==> src/rtl/spi_master_mode.sv <==
// spi_master_mode: full-duplex SPI master, all CPOL/CPHA modes,
// programmable sclk divider and decoded active-low chip selects.
module spi_master_mode #(
  parameter int N        = 16,
  parameter int DIV      = 4,
  parameter int CS_SEL_W = 2
) (
  input  logic                   clk,
  input  logic                   reset,
  input  logic                   start,
  input  logic [N-1:0]           in_data,
  input  logic                   cpol,
  input  logic                   cpha,
  input  logic [CS_SEL_W-1:0]    cs_sel,
  input  logic                   miso,
  output logic                   sclk,
  output logic [2**CS_SEL_W-1:0] cs,
  output logic                   mosi,
  output logic                   busy,
  output logic                   done,
  output logic [N-1:0]           out_data
);

  localparam int NUM_CS = 2**CS_SEL_W;
  localparam int CW     = (DIV > 1) ? $clog2(DIV) : 1;
  localparam int BW     = $clog2(2*N+1);

  localparam logic [CW-1:0] CNT_MAX   = CW'(DIV-1);
  localparam logic [BW-1:0] EDGE_LAST = BW'(2*N-1);

  typedef enum logic [1:0] {
    IDLE,
    SETUP,
    XFER,
    HOLD
  } state_t;

  state_t              state;
  logic [CW-1:0]       cnt;
  logic [BW-1:0]       ecnt;
  logic [N-1:0]        tx;
  logic [N-1:0]        rx;
  logic                cpol_q;
  logic                cpha_q;
  logic [CS_SEL_W-1:0] sel_q;

  logic half_end;
  logic shift_edge;
  logic last_edge;

  // ecnt holds edges already made; even count means next is leading.
  // With CPHA=0 the shift edges are trailing, with CPHA=1 leading.
  assign half_end   = (cnt == CNT_MAX);
  assign shift_edge = ecnt[0] ^ cpha_q;
  assign last_edge  = (ecnt == EDGE_LAST);

  // Frame sequencer: IDLE -> SETUP -> XFER -> HOLD, all outputs registered.
  always_ff @(posedge clk or posedge reset) begin
    if (reset) begin
      state    <= IDLE;
      cnt      <= '0;
      ecnt     <= '0;
      tx       <= '0;
      rx       <= '0;
      cpol_q   <= 1'b0;
      cpha_q   <= 1'b0;
      sel_q    <= '0;
      sclk     <= 1'b0;
      cs       <= '1;
      mosi     <= 1'b0;
      busy     <= 1'b0;
      done     <= 1'b0;
      out_data <= '0;
    end else begin
      done <= 1'b0;
      unique case (state)
        IDLE: begin
          sclk <= cpol_q;
          cs   <= '1;
          busy <= 1'b0;
          if (start) begin
            state  <= SETUP;
            busy   <= 1'b1;
            cpol_q <= cpol;
            cpha_q <= cpha;
            sel_q  <= cs_sel;
            cnt    <= '0;
            ecnt   <= '0;
            sclk   <= cpol;
            cs     <= ~(NUM_CS'(1) << cs_sel);
            if (cpha) begin
              tx <= in_data;
            end else begin
              mosi <= in_data[N-1];
              tx   <= {in_data[N-2:0], 1'b0};
            end
          end
        end
        SETUP: begin
          cs  <= ~(NUM_CS'(1) << sel_q);
          cnt <= half_end ? '0 : cnt + 1'b1;
          if (half_end) state <= XFER;
        end
        XFER: begin
          cnt <= half_end ? '0 : cnt + 1'b1;
          if (half_end) begin
            sclk <= ~sclk;
            ecnt <= ecnt + 1'b1;
            if (!shift_edge) begin
              rx <= {rx[N-2:0], miso};
            end else if (!last_edge) begin
              mosi <= tx[N-1];
              tx   <= {tx[N-2:0], 1'b0};
            end
            if (last_edge) state <= HOLD;
          end
        end
        HOLD: begin
          cnt <= half_end ? '0 : cnt + 1'b1;
          if (half_end) begin
            state    <= IDLE;
            done     <= 1'b1;
            busy     <= 1'b0;
            cs       <= '1;
            out_data <= rx;
          end
        end
      endcase
    end
  end

endmodule

==> config.mk <==
export PLATFORM = sky130hd
export DESIGN_NAME = spi_master_mode
export DESIGN_NICKNAME = d
export VERILOG_FILES = /design/src/rtl/spi_master_mode.sv
export SDC_FILE = /design/constraint.sdc
export NUM_CORES = 1
export LEC_CHECK = 0
export ABC_AREA = 1
export CORE_MARGIN = 10
export CORE_UTILIZATION = 45
export DETAILED_ROUTE_END_ITERATION = 12
export PLACE_DENSITY = 0.74
export SLEW_MARGIN = 20
export SYNTH_ARGS = -nofsm -noshare
export SYNTH_HDL_FRONTEND = slang
export SYNTH_SLANG_ARGS = --single-unit
==> constraint.sdc <==
create_clock -name clk -period 3.6 [get_ports clk]
set_input_delay 1.08 -clock clk [delete_from_list [all_inputs] [get_ports clk]]
set_output_delay 1.08 -clock clk [all_outputs]
set_load 0.05 [all_outputs]
---- Yosys cells after proc, flatten, opt, wreduce, memory -nomap -nowiden ----
Cells that the tools add are included.
Widths: inputs -> output; s select.
operators by class
  add/sub/neg operators ................... 2
  multipliers ............................. 0
  div/mod/pow operators ................... 0
  $lt $le $gt $ge ......................... 0
  equal/unequal tests ..................... 13
  shift-type cells ........................ 2
  mux-type cells .......................... 35
  bitwise logic cells ..................... 5
  reduce and logical (&&, ||, !) cells .... 15
operator list
  cell                 number
  $mux 16              5
  $pmux 16 s2          1
  $ne 2x2->1 const B   8
  $mux 2               7
  $mux 6               2
  $pmux 4 s3           1
  $pmux 6 s2           1
  $mux 1               11
  $reduce_and 2->1     5
  $reduce_and 5->1     2
  $mux 4               2
  $not 4->4            2
  $pmux 2 s4           1
  $shl 1x2->4 const A  2
  $add 6x1->6 const B  1
  $eq 2x2->1 const B   3
  $eq 6x5->1 const B   1
  $pmux 1 s2           3
  $reduce_and 3->1     2
  $reduce_and 6->1     1
  $pmux 2 s2           1
  $reduce_bool 2->1    2
  $reduce_bool 3->1    1
  $reduce_or 3->1      1
  5 further kinds      6
word-level totals
  flip-flop bits (word level) ............. 70
  bits in latches ......................... 0
  memory bits (writable) .................. 0
  memory bits (read-only) ................. 0
  memories kept ........................... 0

---- Logic depth before layout (Yosys ltp) ----
  depth after elaboration ................. 5
  gate-level depth with buffers ........... 10
  depth with buffers taken out ............ 9

---- Worst setup path after synthesis ----
No wires, ideal clock.
  kind .................................... input-to-reg
  start point ............................. input start
  end point ............................... register tx[1]
  setup time .............................. 117 ps
  arrival ................................. 1,873 ps
  required time ........................... 3,483 ps
  path slack .............................. 1,610 ps
  cell stages on the path ................. 9
  path buffers ............................ 2
  cells stage by stage .................... buf_4 -> inv_2 -> nand2_2 -> inv_2 -> nor2_8 -> nand3_4 -> buf_6 -> nand2_1 -> nand2_1
between the ends
  cells in the longest elaborated chain, start to end .. 2
ends and longest elaborated chain
  item                               line  RTL
  start, declared                    10    input logic start,
  $ne 2x2->1 (no source line)        -
  $reduce_and 5->1 (no source line)  -
  end signal, assigned               92    tx <= in_data;
  end signal, assigned               95    tx <= {in_data[N-2:0], 1'b0};
  end signal, assigned               113   tx <= {tx[N-2:0], 1'b0};
  end, declared                      41    logic [N-1:0] tx;
Every way passes these cells.
A chain may end at the register's enable or synchronous reset.

---- Final worst setup path ----
  start point ............................. register cs[2]
  end point ............................... output cs[2]
RTL lines
  item                    line  RTL
  start, declared         17    output logic [2**CS_SEL_W-1:0] cs,
  start signal, assigned  90    cs <= ~(NUM_CS'(1) << cs_sel);
  start signal, assigned  100   cs <= ~(NUM_CS'(1) << sel_q);
No word-level cell between the ends.

==> results by group <==
Run status
  • Status: finished, final reports clean

Global routing
  • First-pass GRT wire length: 13440 um
  • Vias in the first global route: 2984
  • Largest net degree at the start of global routing: 38
  • GR Overflow Total: 0
  • Antenna violations before repair: 0
  • GRT Total Usage: 0.1403

Setup path
  • RR Startpoint: state[0]
  • CP Launch Type: register
  • R2R setup slack: 1.08 ns
  • CP max FO: 2
  • Max incr delay on CP: 0.80 ns
  • Crit path capture type: output pin
  • R2R depth: 9
  • RR Endpoint: tx[0]
  • Worst endpoint required time: 2.52 ns
  • Worst Path Arrival: 1.68 ns
  • Top Family by Delay on Critical Path: buffers and inverters
  • Kind of critical path: reg -> out
  • Slowest stage cell, crit path: clkdlybuf4s50_1
  • Critical path, cell by cell: clkdlybuf4s50_1
  • Bufs and invs on worst path: 1

Floorplan
  • I/O Pins: 48
  • Starting density of the core: 0.4695
  • Core area: 7331 um2
  • Area of the die: 11550 um2
  • Die H: 107.5 um
  • Die width: 107.5 um
  • Row count: 31

Synthesis
  • Async SR Flop Fraction: 1.000
  • Post-Synthesis Cells: 450
  • Largest family of logic cells by synthesized area: simple AND/OR/NAND/NOR gates
  • Most frequent cell after synthesis: nand2_1
  • Post-synth EDFFs: 0
  • Synth Area in XOR/XNOR: 0
  • Ys Warns: 0
  • Leading area contributor after synthesis: dfrtp_1
  • Top cells by area, synth: dfrtp_1, nand2_1, o21ai_0, nand3_1, inv_1
  • Post-synthesis simple-gate area fraction: 0.3144
  • Seq cells post-synth: 70
  • Post-synth top flop: dfrtp_1
  • Register area share after synthesis: 0.5104
  • Mux share of post-synthesis cell area: 0
  • Syn nets: 481
  • Compound-cell area share of the yosys netlist: 0.08252
  • Top cell type's share of synthesized area: 0.4798
  • Post-synthesis adder-cell area fraction: 0.02545
  • Synthesized area: 3442 um2
  • Commonest cells in the synthesized netlist: nand2_1, dfrtp_1, o21ai_0
  • Syn avg cell area: 7.649 um2
  • Netlist cell types: 22

Clock tree
  • TritonCTS buffer count: 9
  • Clock-pin slew on the worst setup and hold paths: 0.08 ns
  • CTS Hold Bufs: 0
  • Longest Clk Path Bufs: 2
  • Clk sink count: 70
  • Clk root buf: clkbuf_8
  • H-tree depth: 3
  • Post-CTS Setup Repair Bufs: 0
  • CTS tree: done
  • Post-CTS sizing: 0
  • Clk Latency, worst-skew pair: 0.35 ns

Finish
  • Share of cells above drive strength 1: 0.07014
  • Area grow syn2layout: 22.46%
  • Ant. Diodes: 0
  • Final #Nets: 525
  • Final instance area: 4215 um2

STA
  • Final setup vio count: 0
  • RSZ-0062 raised after global routing: false
  • TNS Setup: 0 ns
  • Fmax: 0.3624 GHz
  • Hold Vio Cnt, Final: 0
  • Clock Skew: 0.008772 ns
  • Fin crit period: 2.760 ns
  • Worst slew margin: 0.3754
  • Final period util: 0.7666
  • Worst Tran Pin Value: 0.9346 ns
  • Final Max Slew Viols: 0

Detailed routing
  • Via/cell ratio: 5.010
  • Final wirelength: 7844 um
  • Drt pass-1 iters: 4
  • DR iter-0 viols: 157
  • Drt drc: 0
  • Via count: 2996
  • Final ANT Viol Nets: 0
  • DR WL/cell: 13.12 um

Hold path
  • Hold WC Path Type: reg -> reg
  • Hold Path Cell Cnt: 2
  • Hold path startpoint: cpol_q
  • WHS Endpoint: cpol_q

Place
  • GPL Wtd Cong: 0.8221
  • Placed cell area: 3986 um2
  • Port bufs: 47
  • Post-detailed-placement half-perimeter wirelength: 5409 um

Pwr
  • VDD IR-drop max: 0.0004728 V
  • Share of power burned in registers: 0.356
  • Pint: 1861 uW
  • Switching share of power: 0.4296
  • Clock power share: 0.223
  • Net switching power: 1402 uW
  • Leak Pwr: 0.002077 uW
  • Comb power frac: 0.421
  • PwrDens: 774.0 nW/um2

Flow run
  • Maxcap violations: 0
through the flow:
stage	hold WS, ns	total power (uW)	util	instances	worst slack (ns)
after global routing	0.4960	3509	0.5750	598	0.8059
after global placement	0.4575	2486	0.5438	582	0.8229
final	0.4822	3263	0.5750	598	0.8404
after floorplan	0.4417	2207	-	450	0.7584
after detailed placement	0.4629	2543	0.5438	582	0.7560
after CTS	0.4834	3292	0.5750	598	0.8171
metal layers:
layer	vias up	track usage	wire, um
met5	-	0	0
met4	0	0.05153	112
met3	11	0.05329	638
met2	72	0.2277	3755
met1	1409	0.1655	3339
li1	1504	-	-
layout make-up:
class	count	area, um2
Tap cell	99	123.9
Fill cell	654	3115
Multi-Input combinational cell	325	1454
Sequential cell	70	1757
Clock inverter	7	105.1
Timing Repair Buffer	51	513.0
Inverter	37	138.9
Clock buffer	9	123.9
sequential cells by signal, summed over array words and instances (netlist names), 2 cells and up:
signal / count
out_data: 16
rx: 16
tx: 16
ecnt: 6
cs: 4
cnt: 2
sel_q: 2
state: 2
how the worst max path moves through the flow:
stage,from,end,cells after the start
floorplan,reset,busy,1
global placement,start,tx[3],8
detailed placement,start,tx[2],8
CTS,cs[2],cs[2],1
global route,cs[1],cs[1],1
finish,cs[2],cs[2],1
cells in the final DEF (no fill, tap or decap):
cell type | Yosys | layout
a21oi_1 | 8 | 8
a22o_1 | 1 | 1
buf_12 | 0 | 1
buf_4 | 2 | 3
bufinv_16 | 0 | 2
clkbuf_8 | 0 | 9
clkdlybuf4s50_1 | 0 | 47
clkinv_4 | 0 | 1
clkinvlp_4 | 0 | 1
dfrtp_1 | 66 | 66
dfstp_2 | 4 | 4
ha_1 | 7 | 7
inv_1 | 33 | 32
inv_2 | 4 | 5
inv_6 | 0 | 2
inv_8 | 0 | 1
nand2_1 | 204 | 204
nand2_2 | 3 | 3
nand3_1 | 30 | 30
nand3_4 | 1 | 1
nand4_1 | 7 | 7
nor2_1 | 16 | 16
nor2_2 | 1 | 1
nor2_8 | 1 | 1
o211ai_1 | 1 | 1
o21ai_0 | 43 | 43
o22ai_1 | 2 | 2
power groups by stage:
stage / combinational, uW / clock, uW / sequential, uW
6_report: 1370 / 728 / 1160
5_1_grt: 1540 / 779 / 1190
4_1_cts: 1390 / 744 / 1160
3_5_place_dp: 1370 / 0 / 1170
3_3_place_gp: 1320 / 0 / 1160
2_1_floorplan: 875 / 0 / 1330
cell families after synthesis:
family                   after synthesis
AND/OR/NAND/NOR                      263
flip-flops                            70
adder cells (fa/ha/maj)                7
buffers and inverters                 55
AO/OA/AOI/OAI                         55
Power figures use the tool's default switching activity.
